`config.mk`:
```
export PLATFORM = sky130hd
export DESIGN_NAME = servant_dbg_bridge
export DESIGN_NICKNAME = d
export VERILOG_FILES = /design/src/rtl/servant_dbg_bridge.sv
export SDC_FILE = /design/constraint.sdc
export NUM_CORES = 1
export LEC_CHECK = 0
export ABC_CLOCK_PERIOD_IN_PS = 5700
export BUFFER_PORTS_ARGS = -buffer_cell sky130_fd_sc_hd__buf_2
export CORE_UTILIZATION = 59
export CTS_CLUSTER_SIZE = 40
export DETAILED_ROUTE_END_ITERATION = 10
export GPL_ROUTABILITY_DRIVEN = 0
export PLACE_DENSITY = 0.85
export SLEW_MARGIN = 0
export SYNTH_ARGS = -nofsm -noshare
export SYNTH_HDL_FRONTEND = slang
export SYNTH_SLANG_ARGS = --single-unit
```
`constraint.sdc`:
```
create_clock -name wb_clk -period 5.7 [get_ports wb_clk]
set_clock_uncertainty 0.05 [all_clocks]
set_input_delay 0.57 -clock wb_clk [delete_from_list [all_inputs] [get_ports wb_clk]]
set_output_delay 0.57 -clock wb_clk [all_outputs]
set_load 0.02 [all_outputs]
```
`src/rtl/servant_dbg_bridge.sv`:
```
// rtl/servant_dbg_bridge.sv - UART byte-stream to Wishbone debug initiator bridge
module servant_dbg_bridge #(
  parameter int TIMEOUT = 255
) (
  input  logic        wb_clk,
  input  logic        wb_rst_n,
  input  logic [7:0]  i_rx_data,
  input  logic        i_rx_valid,
  output logic        o_rx_ready,
  output logic [7:0]  o_tx_data,
  output logic        o_tx_valid,
  input  logic        i_tx_ready,
  output logic [31:0] o_wb_adr,
  output logic [31:0] o_wb_dat,
  output logic [3:0]  o_wb_sel,
  output logic        o_wb_we,
  output logic        o_wb_cyc,
  input  logic [31:0] i_wb_rdt,
  input  logic        i_wb_ack,
  output logic        o_busy
);

  typedef enum logic [2:0] {
    S_IDLE = 3'd0,
    S_ADDR = 3'd1,
    S_DATA = 3'd2,
    S_BUS  = 3'd3,
    S_RESP = 3'd4
  } state_t;

  localparam logic [7:0]  CMD_WRITE = 8'h57;
  localparam logic [7:0]  CMD_READ  = 8'h52;
  localparam logic [7:0]  RSP_OK    = 8'h4B;
  localparam logic [7:0]  RSP_ERR   = 8'h45;
  localparam logic [7:0]  RSP_UNK   = 8'h3F;
  // Last value of the timeout counter before the cycle is abandoned
  localparam logic [15:0] TMO_LAST  = 16'(TIMEOUT - 1);

  state_t      r_state;
  logic [1:0]  r_byte_cnt;
  logic [15:0] r_tmo;
  logic [31:0] r_rdata;
  logic [2:0]  r_remain;
  logic [31:0] r_adr;
  logic [31:0] r_dat;
  logic [3:0]  r_sel;
  logic        r_we;
  logic        r_cyc;
  logic [7:0]  r_tx_data;
  logic        r_tx_valid;

  logic        w_rx_fire;
  logic        w_tx_fire;

  // Byte intake is open only while a command is being assembled
  assign o_rx_ready = (r_state == S_IDLE) || (r_state == S_ADDR) || (r_state == S_DATA);
  assign o_busy     = (r_state != S_IDLE);
  assign w_rx_fire  = i_rx_valid & o_rx_ready;
  assign w_tx_fire  = r_tx_valid & i_tx_ready;

  assign o_tx_data  = r_tx_data;
  assign o_tx_valid = r_tx_valid;
  assign o_wb_adr   = r_adr;
  assign o_wb_dat   = r_dat;
  assign o_wb_sel   = r_sel;
  assign o_wb_we    = r_we;
  assign o_wb_cyc   = r_cyc;

  // Command parser, bus initiator and response serializer in one FSM
  always_ff @(posedge wb_clk or negedge wb_rst_n) begin
    if (!wb_rst_n) begin
      r_state    <= S_IDLE;
      r_byte_cnt <= 2'd0;
      r_tmo      <= 16'd0;
      r_rdata    <= 32'd0;
      r_remain   <= 3'd0;
      r_adr      <= 32'd0;
      r_dat      <= 32'd0;
      r_sel      <= 4'h0;
      r_we       <= 1'b0;
      r_cyc      <= 1'b0;
      r_tx_data  <= 8'd0;
      r_tx_valid <= 1'b0;
    end else begin
      case (r_state)
        S_IDLE: begin
          if (w_rx_fire) begin
            r_byte_cnt <= 2'd0;
            if (i_rx_data == CMD_WRITE) begin
              r_we    <= 1'b1;
              r_state <= S_ADDR;
            end else if (i_rx_data == CMD_READ) begin
              r_we    <= 1'b0;
              r_state <= S_ADDR;
            end else begin
              r_tx_data  <= RSP_UNK;
              r_tx_valid <= 1'b1;
              r_remain   <= 3'd0;
              r_state    <= S_RESP;
            end
          end
        end

        S_ADDR: begin
          if (w_rx_fire) begin
            r_adr[{r_byte_cnt, 3'b000} +: 8] <= i_rx_data;
            r_byte_cnt <= r_byte_cnt + 2'd1;
            if (r_byte_cnt == 2'd3) begin
              if (r_we) begin
                r_state <= S_DATA;
              end else begin
                r_cyc   <= 1'b1;
                r_sel   <= 4'hF;
                r_tmo   <= 16'd0;
                r_state <= S_BUS;
              end
            end
          end
        end

        S_DATA: begin
          if (w_rx_fire) begin
            r_dat[{r_byte_cnt, 3'b000} +: 8] <= i_rx_data;
            r_byte_cnt <= r_byte_cnt + 2'd1;
            if (r_byte_cnt == 2'd3) begin
              r_cyc   <= 1'b1;
              r_sel   <= 4'hF;
              r_tmo   <= 16'd0;
              r_state <= S_BUS;
            end
          end
        end

        S_BUS: begin
          // An ack is checked before the timeout so a last-cycle ack still succeeds
          if (i_wb_ack) begin
            r_cyc      <= 1'b0;
            r_sel      <= 4'h0;
            if (!r_we) begin
              r_rdata <= i_wb_rdt;
            end
            r_tx_data  <= RSP_OK;
            r_tx_valid <= 1'b1;
            r_remain   <= r_we ? 3'd0 : 3'd4;
            r_state    <= S_RESP;
          end else if (r_tmo == TMO_LAST) begin
            r_cyc      <= 1'b0;
            r_sel      <= 4'h0;
            r_tx_data  <= RSP_ERR;
            r_tx_valid <= 1'b1;
            r_remain   <= 3'd0;
            r_state    <= S_RESP;
          end else begin
            r_tmo <= r_tmo + 16'd1;
          end
        end

        S_RESP: begin
          // Read data is shifted out LSB first after the status byte
          if (w_tx_fire) begin
            if (r_remain == 3'd0) begin
              r_tx_valid <= 1'b0;
              r_state    <= S_IDLE;
            end else begin
              r_tx_data <= r_rdata[7:0];
              r_rdata   <= {8'd0, r_rdata[31:8]};
              r_remain  <= r_remain - 3'd1;
            end
          end
        end

        default: begin
          r_state <= S_IDLE;
        end
      endcase
    end
  end

endmodule

```
==> impl_metrics.env, run 1 <==
export IMPL_status="finished clean"
export IMPL_synth_area_leaders="dfrtp_1 54%, nand2_1 10%, o21ai_0 9.5%"
export IMPL_antennaDiodeCount=0
export IMPL_post_cts_buffers=0
export IMPL_final_cell_mix="164 x nand2_1, 131 x dfrtp_1, 124 x buf_2"
export IMPL_end_kind="flip-flop"
export IMPL_n_fill_cell=717
export IMPL_cts_path_max_buffers=2
export IMPL_drv_cap=0
export IMPL_required_ps=6000
export IMPL_drive_above_1_share_pct=22.37
export IMPL_syn_cell_area_sq_um=6032
export IMPL_ys_types=53
export IMPL_cts_tree="yes"
export IMPL_pin_count=126
export IMPL_port_buffers=125
export IMPL_muxShareOfSynthArea_pct=6.119
export IMPL_finalCriticalPeriod_ps=3135
export IMPL_p_int_mw=2.019
export IMPL_yosysTopAreaCellShare_pct=54.35
export IMPL_power_leakage_nw=3.653
export IMPL_drtIter0Drc=337
export IMPL_synth_top_family_by_area="simple AND/OR/NAND/NOR gates"
export IMPL_pwr_share_comb_pct=23.1
export IMPL_drc=0
export IMPL_yosysWarningCount=0
export IMPL_cp_max_fo=56
export IMPL_via_per_inst=5.792
export IMPL_post_route_util_pct=74.29
export IMPL_nets=802
export IMPL_critical_path_class="flip-flop to flip-flop"
export IMPL_cts_hold_buffers=0
export IMPL_hpwl_mm=9.671
export IMPL_setup_violations=0
export IMPL_yosys_area_top_type="dfrtp_1"
export IMPL_cts_root_buf="clkbuf_8"
export IMPL_synthAdderAreaFrac_pct=1.867
export IMPL_cts_resized=0
export IMPL_grtUsageTotal_pct=30.36
export IMPL_synth_compound_area_share_pct=14.67
export IMPL_ir_worst_vdd_v=0.0002849
export IMPL_layout_commonest_cell="nand2_1"
export IMPL_cts_sinks=131
export IMPL_worst_setup_path_start_kind="flip-flop"
export IMPL_die_h_um=103.1
export IMPL_hold_viol=0
export IMPL_row_count=36
export IMPL_rsz0062_at_grt="no"
export IMPL_ys_seq_elements=131
export IMPL_slew_viol_final=0
export IMPL_syn_inst=636
export IMPL_route_vias_total=5172
export IMPL_switching_share_pct=31.89
export IMPL_syn_avg_cell_area_sq_um=9.484
export IMPL_grt_max_degree=90
export IMPL_die_w_um=103.1
export IMPL_area_delta_synth_final_pct=20.93
export IMPL_postSynth_asyncResetShare_pct=100.0
export IMPL_die_area_sq_um=10630
export IMPL_drtPass1Iterations=6
export IMPL_power_mw=2.965
export IMPL_htreeDepth=4
export IMPL_clk_latency_ps=540
export IMPL_clockPowerShare_pct=37.7
export IMPL_seq_area_frac_synth_pct=54.35
export IMPL_tns_ps=0
export IMPL_antenna_left=0
export IMPL_min_path_type="primary input to asynchronous set/reset pin"
export IMPL_grt_pass1_wl_mm=24.34
export IMPL_tightest_slew_ps=1204
export IMPL_p_switching_mw=0.9454
export IMPL_crit_arrival_ps=3440
export IMPL_min_period_over_period_pct=55.00
export IMPL_multi_input_area_sq_um=2540
export IMPL_path_clk_slew_ps=60
export IMPL_synthesis_nets=690
export IMPL_cts_made_buffers=17
export IMPL_synth_ff_type="dfrtp_1"
export IMPL_wirelength_mm=14.97
export IMPL_synth_edf_count=0
export IMPL_start_util_pct=61.43
export IMPL_overflow=0
export IMPL_synthXorXnorAreaFrac_pct=0.2904
export IMPL_p_seq_share_pct=39.2
export IMPL_yosys_area_share_simple_pct=18.94
export IMPL_seqCellArea_sq_um=3278
export IMPL_max_slew_margin_pct=19.42
export IMPL_grt_pass1_vias=4985
export IMPL_antenna_found_initial=0
export IMPL_coreArea_sq_um=9819
export IMPL_fmax_ghz=0.3190
export IMPL_wl_per_cell_um=16.76
export IMPL_power_density_nw_per_um2=406.4
-- path summary, 6_finish.rpt --
kind	slack, ps	startpoint	to	cells after the start
max	2570	r_state[2]	r_rdata[12]	5
min	200	wb_rst_n	o_wb_dat[22]	1
max reg2reg	2570	r_state[2]	r_rdata[12]	5
min reg2reg	420	r_rdata[27]	r_rdata[27]	2
max in group asynchronous	4240	wb_rst_n	r_state[1]	2
min in group wb_clk	200	i_wb_rdt[29]	r_rdata[29]	3
-- routing by layer --
layer  part of all wire [%]  track usage [%]  vias up
met5                      0                0        -
met2                     49            48.92      210
met3                    6.9            8.000       41
met1                     41            40.02     2499
met4                    2.2            10.73        0
li1                       -                -     2422
-- sequential cells by signal, indices dropped and copies added, names as in the netlist --
name / count
o_wb_adr: 32
o_wb_dat: 32
r_rdata: 32
r_tmo: 16
o_tx_data: 8
r_remain: 3
r_state: 3
r_byte_cnt: 2
o_tx_valid: 1
o_wb_sel: 1
o_wb_we: 1
-- synth_stat cells (all sizes together) (4+ instances only) --
library cell  instances
nand2               164
dfrtp               131
o21ai               114
mux2i                29
clkbuf               18
a21oi                17
buf                  16
inv                  16
nor2                 16
nand3                15
ha                    9
nor3                  9
and3                  7
mux2                  7
nand4                 6
nor3b                 6
and2                  5
a21o                  4
a41oi                 4
o31ai                 4
-- through the flow --
step / hold slack [ps] / area (sq um) / worst slack [ps] / instances
4_1_cts: 197.8 / 7295 / 2608 / 893
3_5_place_dp: 405.7 / 6688 / 2662 / 862
6_report: 202.3 / 7295 / 2565 / 893
3_3_place_gp: 398.8 / 6688 / 2872 / 862
5_1_grt: 214.6 / 7295 / 2297 / 893
2_1_floorplan: 224.4 / 6032 / 3665 / 636
-- area by class of cell --
type                    instances  area share (%)
inverters                      16          0.8233
repair buffers                127           8.816
multi-input cells             455           34.82
well taps                     133           2.281
clock buffers                  20           6.244
clock inverters                11           2.075
flip-flops and latches        131           44.94
-- power by group through the flow --
stage	Clock [mW]	Combinational (mW)	Sequential [mW]
after floorplan	0	0.452	1.20
after global placement	0	0.641	1.16
after detailed placement	0	0.673	1.17
after CTS	1.12	0.690	1.16
after global routing	1.16	0.762	1.18
final	1.12	0.684	1.16
-- worst max-delay path: stages (launching register included) --
cell,delay (ps)
dfrtp_1,550
nand3b_1,700
nor3_2,800
o22ai_4,510
nand2_1,210
o21ai_0,120
-- cells by family after synthesis --
| group | after synthesis |
|---|---|
| AOI/OAI and AO/OA | 160 |
| xor gates and xnor gates | 2 |
| adders and majority gates | 9 |
| buffers and inverters | 50 |
| DFF | 131 |
| muxes | 36 |
| and+or+nand+nor | 248 |
Note: power is estimated with default switching activity, not from simulation.
==> inputs of run 2 (changes only) <==
--- a/config.mk
+++ b/config.mk
@@ -5,13 +5,13 @@
 export SDC_FILE = /design/constraint.sdc
 export NUM_CORES = 1
 export LEC_CHECK = 0
-export ABC_CLOCK_PERIOD_IN_PS = 5700
+export ABC_CLOCK_PERIOD_IN_PS = 2600
 export BUFFER_PORTS_ARGS = -buffer_cell sky130_fd_sc_hd__buf_2
-export CORE_UTILIZATION = 59
+export CORE_UTILIZATION = 49
 export CTS_CLUSTER_SIZE = 40
 export DETAILED_ROUTE_END_ITERATION = 10
 export GPL_ROUTABILITY_DRIVEN = 0
-export PLACE_DENSITY = 0.85
+export PLACE_DENSITY = 0.76
 export SLEW_MARGIN = 0
 export SYNTH_ARGS = -nofsm -noshare
 export SYNTH_HDL_FRONTEND = slang
==> constraint.sdc (replaced) <==
create_clock -name wb_clk -period 2.6 [get_ports wb_clk]
set_clock_uncertainty 0.05 [all_clocks]
set_input_delay 0.26 -clock wb_clk [delete_from_list [all_inputs] [get_ports wb_clk]]
set_output_delay 0.26 -clock wb_clk [all_outputs]
set_load 0.02 [all_outputs]
==> run 2 against run 1 <==
Utilization decreased by 12 points. Fmax increased by 34%. Critical path depth decreased by 2. Via count decreased by 0.87%. Hold slack got worse by 190 ps. Final cell count increased by 3.9%. First-iteration DRC count decreased by 12%. Worst setup slack got worse by 2300 ps. Critical endpoint is now r_rdata[20]. Count of clock-buffer cells in the layout decreased by 1. Sequential cell count unchanged. Clock power increased by 140%.
==> impl_metrics.env, run 2 (same netlist as run 1, synthesis figures left out) <==
export IMPL_status="finished clean"
export IMPL_tns_ps=0
export IMPL_tightest_slew_ps=1200
export IMPL_instances_no_fill=928
export IMPL_dp_cells=890
export IMPL_path_clk_slew_ps=60
export IMPL_port_buffers=125
export IMPL_setup_violations=0
export IMPL_cp_max_fo=56
export IMPL_grt_max_degree=57
export IMPL_wirelength_mm=14.75
export IMPL_switching_share_pct=30.11
export IMPL_pin_count=126
export IMPL_via_per_inst=5.525
export IMPL_area_delta_synth_final_pct=24.89
export IMPL_cts_hold_buffers=5
export IMPL_overflow=0
export IMPL_required_ps=2790
export IMPL_max_slew_margin_pct=20.03
export IMPL_wl_per_cell_um=15.89
export IMPL_drtPass1Iterations=5
export IMPL_die_w_um=113.0
export IMPL_fmax_ghz=0.4288
export IMPL_n_fill_cell=964
export IMPL_p_seq_share_pct=37.4
export IMPL_power_density_nw_per_um2=888.7
export IMPL_drtIter0Drc=298
export IMPL_ir_worst_vdd_v=0.0006386
export IMPL_die_h_um=113.0
export IMPL_crit_buf_inv=0
export IMPL_route_vias_total=5127
export IMPL_nets=821
export IMPL_cts_root_buf="clkbuf_16"
export IMPL_clk_latency_ps=420
export IMPL_htreeDepth=4
export IMPL_start_util_pct=50.22
export IMPL_grt_pass1_vias=4941
export IMPL_antenna_found_initial=1
export IMPL_grt_pass1_wl_mm=24.25
export IMPL_coreArea_sq_um=12010
export IMPL_max_stage_delay_ps=900
export IMPL_cts_path_max_buffers=2
export IMPL_postLayoutCellArea_sq_um=7533
export IMPL_power_leakage_nw=3.791
export IMPL_finalCriticalPeriod_ps=2332
export IMPL_cts_resized=0
export IMPL_hold_viol=0
export IMPL_post_cts_buffers=0
export IMPL_crit_family="compound AO/OA/AOI/OAI gates"
export IMPL_cts_made_buffers=17
export IMPL_hpwl_mm=10.11
export IMPL_clockPowerShare_pct=39.4
export IMPL_worst_setup_path_start_kind="flip-flop"
export IMPL_row_count=40
export IMPL_min_period_over_period_pct=89.71
export IMPL_end_kind="flip-flop"
export IMPL_path_cells="or3b_2 > o22ai_4 > o21ai_0"
export IMPL_pwr_share_comb_pct=23.2
export IMPL_die_area_sq_um=12760
export IMPL_cp_slowest_cell="o22ai_4"
export IMPL_cts_sinks=131
export IMPL_p_switching_mw=2.016
export IMPL_dpl_cell_area_sq_um=6823
export IMPL_grtUsageTotal_pct=24.57
export IMPL_drv_cap=0
export IMPL_antenna_left=0
export IMPL_drive_above_1_share_pct=23.72
export IMPL_rsz0062_at_grt="no"
export IMPL_slew_viol_final=0
export IMPL_critical_path_class="flip-flop to flip-flop"
export IMPL_final_cell_mix="164 x nand2_1, 131 x dfrtp_1, 124 x buf_2"
export IMPL_crit_arrival_ps=2520
export IMPL_drc=0
export IMPL_cts_tree="yes"
export IMPL_hold_worst_slack_ps=14.00
export IMPL_min_path_type="primary input to flip-flop"
export IMPL_layout_commonest_cell="nand2_1"
export IMPL_p_int_mw=4.679
run 2: cell count changes in the layout (fill, tap and decap cells not counted), moves of 2 or more:
cell | before | now
dlygate4sd3_1 | 0 | 5
bufinv_16 | 3 | 5
buf_4 | 3 | 16
clkbuf_8 | 4 | 2
clkinv_4 | 1 | 3
clkinvlp_4 | 4 | 0
clkinv_2 | 1 | 4
run 2: area by class of cell:
class                           count  area, sq um  share of cell area, %
Tap cell                          147        183.9                  2.441
Antenna cell                        1        2.502                0.03322
Sequential cell                   131         3278                  43.51
Inverter                           16        60.06                 0.7972
Clock buffer                       19        452.9                  6.012
Timing Repair Buffer              146        810.8                  10.76
Multi-Input combinational cell    455         2540                  33.72
Clock inverter                     13        205.2                  2.724
run 2: final timing paths:
| check | startpoint | end | slack [ps] | cells past startpoint |
|---|---|---|---|---|
| setup / recovery | r_state[1] | r_rdata[20] | 270 | 3 |
| hold / removal | i_wb_rdt[27] | r_rdata[27] | 10 | 3 |
| setup reg to reg | r_state[1] | r_rdata[20] | 270 | 3 |
| hold reg to reg | r_rdata[30] | r_rdata[30] | 410 | 2 |
| max in group asynchronous | wb_rst_n | o_wb_dat[29] | 1390 | 3 |
| min in group asynchronous | wb_rst_n | r_tmo[14] | 360 | 2 |
run 2: worst register-to-register path, stage by stage, from the launching register on:
cell and delay (ps):
dfrtp_1 380, or3b_2 540, o22ai_4 900, o21ai_0 280
run 2: routing by layer:
metal	share of wire, %	vias to the layer above	global-route usage [%]
met4	2.0	0	9.912
met2	50	162	39.47
li1	-	2459	-
met1	43	2473	32.28
met5	0	-	0
met3	5.5	33	5.945
run 2: power groups by stage:
stage | Clock (mW) | Combinational, mW | Sequential [mW]
after floorplan | 0 | 0.991 | 2.64
after global placement | 0 | 1.48 | 2.52
after detailed placement | 0 | 1.55 | 2.53
after CTS | 2.68 | 1.57 | 2.50
after global routing | 2.76 | 1.74 | 2.54
final | 2.64 | 1.55 | 2.50
run 2: metrics by stage:
| stage | worst slack, ps | util (%) | power [mW] |
|---|---|---|---|
| 2_1_floorplan | 565.1 | - | 3.626 |
| 6_report | 267.7 | 62.72 | 6.695 |
| 3_5_place_dp | 268.2 | 56.80 | 4.080 |
| 3_3_place_gp | 404.7 | 56.80 | 4.005 |
| 4_1_cts | 233.3 | 62.70 | 6.753 |
| 5_1_grt | 46.70 | 62.72 | 7.043 |
==> inputs of run 3 (changes only) <==
--- a/config.mk
+++ b/config.mk
@@ -5,9 +5,10 @@
 export SDC_FILE = /design/constraint.sdc
 export NUM_CORES = 1
 export LEC_CHECK = 0
+export ABC_AREA = 1
 export ABC_CLOCK_PERIOD_IN_PS = 2600
 export BUFFER_PORTS_ARGS = -buffer_cell sky130_fd_sc_hd__buf_2
-export CORE_UTILIZATION = 49
+export CORE_UTILIZATION = 50
 export CTS_CLUSTER_SIZE = 40
 export DETAILED_ROUTE_END_ITERATION = 10
 export GPL_ROUTABILITY_DRIVEN = 0
==> run 3 against run 2 <==
Sequential share of layout area decreased by 1.3 points. Die area up 4.9%. Sequential cell count unchanged. Largest power group is now combinational logic.
==> impl_metrics.env, run 3 <==
export IMPL_finalCriticalPeriod_ps=2384
export IMPL_grtUsageTotal_pct=24.56
export IMPL_power_leakage_nw=4.118
export IMPL_synth_ff_type="dfrtp_1"
export IMPL_hpwl_mm=10.54
export IMPL_drtIter0Drc=437
export IMPL_synth_top_family_by_area="simple AND/OR/NAND/NOR gates"
export IMPL_nets=1018
export IMPL_cts_sinks=131
export IMPL_cts_path_max_buffers=2
export IMPL_yosys_area_top_type="dfrtp_1"
export IMPL_setup_violations=0
export IMPL_route_vias_total=5842
export IMPL_wirelength_mm=15.22
export IMPL_wl_per_cell_um=13.28
export IMPL_grt_pass1_wl_mm=25.31
export IMPL_drive_above_1_share_pct=18.79
export IMPL_max_slew_margin_pct=60.81
export IMPL_synthXorXnorAreaFrac_pct=0.5420
export IMPL_final_cell_mix="314 x nand2_1, 131 x dfrtp_1, 124 x buf_2"
export IMPL_port_buffers=125
export IMPL_p_int_mw=4.999
export IMPL_antenna_found_initial=0
export IMPL_fmax_ghz=0.4195
export IMPL_path_clk_slew_ps=50
export IMPL_synth_compound_area_share_pct=11.17
export IMPL_rsz0062_at_grt="no"
export IMPL_clockPowerShare_pct=27.3
export IMPL_grt_max_degree=67
export IMPL_p_seq_share_pct=34.0
export IMPL_yosys_area_share_simple_pct=28.24
export IMPL_status="finished clean"
export IMPL_layout_commonest_cell="nand2_1"
export IMPL_postLayoutCellArea_sq_um=7762
export IMPL_slew_viol_final=0
export IMPL_cts_root_buf="clkbuf_16"
export IMPL_min_period_over_period_pct=91.68
export IMPL_start_util_pct=51.22
export IMPL_syn_inst=848
export IMPL_synth_most_common_cell="nand2_1"
export IMPL_ys_seq_elements=131
export IMPL_p_switching_mw=3.352
export IMPL_grt_pass1_vias=5413
export IMPL_die_w_um=115.7
export IMPL_via_per_inst=5.098
export IMPL_r2r_start="r_byte_cnt[0]"
export IMPL_overflow=0
export IMPL_synthesis_nets=902
export IMPL_htreeDepth=4
export IMPL_syn_avg_cell_area_sq_um=7.622
export IMPL_row_count=41
export IMPL_die_h_um=115.7
export IMPL_yosysWarningCount=0
export IMPL_crit_arrival_ps=2680
export IMPL_synth_area_leaders="dfrtp_1 51%, nand2_1 18%, o21ai_0 7.8%"
export IMPL_die_area_sq_um=13390
export IMPL_seq_area_frac_synth_pct=50.72
export IMPL_syn_cell_area_sq_um=6464
export IMPL_required_ps=2900
export IMPL_tns_ps=0
export IMPL_drv_cap=0
export IMPL_synthTopCellsByCount="314 x nand2_1, 131 x dfrtp_1, 101 x o21ai_0"
export IMPL_switching_share_pct=40.14
export IMPL_yosysTopAreaCellShare_pct=50.72
export IMPL_muxShareOfSynthArea_pct=0.1742
export IMPL_ir_worst_vdd_v=0.0006335
export IMPL_end_kind="flip-flop"
export IMPL_drtPass1Iterations=6
export IMPL_power_density_nw_per_um2=1076
export IMPL_pwr_share_comb_pct=38.7
export IMPL_cts_tree="yes"
export IMPL_crit_path_start="r_byte_cnt[0]"
export IMPL_worst_setup_path_start_kind="flip-flop"
export IMPL_ys_types=30
export IMPL_tightest_slew_ps=587.0
export IMPL_clk_latency_ps=420
export IMPL_area_delta_synth_final_pct=20.09
export IMPL_critical_path_class="flip-flop to flip-flop"
export IMPL_hold_viol=0
export IMPL_hp_start="i_wb_rdt[31]"
export IMPL_antennaDiodeCount=0
export IMPL_postSynth_asyncResetShare_pct=100.0
export IMPL_min_path_type="primary input to flip-flop"
export IMPL_coreArea_sq_um=12620
export IMPL_synthAdderAreaFrac_pct=1.742
export IMPL_cp_max_fo=12
export IMPL_antenna_left=0
export IMPL_drc=0
export IMPL_n_fill_cell=1156
export IMPL_cts_resized=0
export IMPL_pin_count=126
export IMPL_synth_edf_count=0
export IMPL_cts_made_buffers=17
export IMPL_dpl_cell_area_sq_um=7194
run 3: metal layers:
metal	vias to the layer above	GRT usage [%]	part of all wire [%]
li1	2932	-	-
met1	2691	33.82	46
met2	190	37.60	45
met3	29	6.433	6.5
met4	0	8.974	2.3
met5	-	0	0
run 3: cell families after synthesis:
| logic type | count (synthesis) |
|---|---|
| xor+xnor | 4 |
| compound gates | 142 |
| buf+inv | 114 |
| flops | 131 |
| fa+ha+maj | 9 |
| mux | 1 |
| simple gates | 447 |
run 3: what timing repair did:
item	in CTS	in global routing
endpoints found under the hold margin	38	0
setup buffers	0	0
setup endpoints to repair	0	0
hold buffers	1	0
run 3: worst max-delay path, stage by stage, from the launching register on:
cell,delay (ps)
dfrtp_1,540
inv_1,180
ha_1,560
inv_1,230
nor2_1,180
nand2_1,190
nor2_1,210
nand2_1,100
nand2_1,80
run 3: power groups by stage:
stage | registers, mW | logic [mW] | clock network, mW
after CTS | 2.83 | 3.25 | 2.31
final | 2.84 | 3.24 | 2.28
after global routing | 2.89 | 3.70 | 2.40
after detailed placement | 2.86 | 3.22 | 0
after global placement | 2.85 | 3.18 | 0
after floorplan | 3.10 | 2.20 | 0
run 3: worst paths after layout:
kind | endpoint | slack [ps] | depth (start not counted)
setup / recovery | o_wb_dat[19] | 220 | 8
hold reg to reg | o_tx_data[5] | 420 | 2
hold / removal | r_rdata[31] | 50 | 3
setup reg to reg | o_wb_dat[19] | 220 | 8
min in group asynchronous | o_wb_adr[14] | 330 | 2
max in group asynchronous | o_wb_adr[2] | 1430 | 3
run 3: stage by stage:
step / worst slack, ps / utilization (%) / instances / total power [mW] / hold WS [ps]
after floorplan: 888.7 / - / 848 / 5.305 / -85.59
after global placement: 320.2 / 57.01 / 1116 / 6.024 / 223.1
after detailed placement: 286.5 / 57.01 / 1116 / 6.082 / 224.2
after CTS: 252.4 / 61.51 / 1146 / 8.395 / 36.85
after global routing: 12.79 / 61.51 / 1146 / 9.000 / 59.24
final: 216.2 / 61.51 / 1146 / 8.351 / 51.84
run 3: area by class of cell:
class                      count  area [sq um]  share of cell area (%)
clock inverter                 6         80.08                   1.032
sequential                   131          3278                   42.23
multi-input combinational    603          2706                   34.86
inverter                      79         296.5                   3.820
tap                          172         215.2                   2.772
timing repair buffer         132         708.2                   9.123
clock buffer                  23         478.0                   6.157
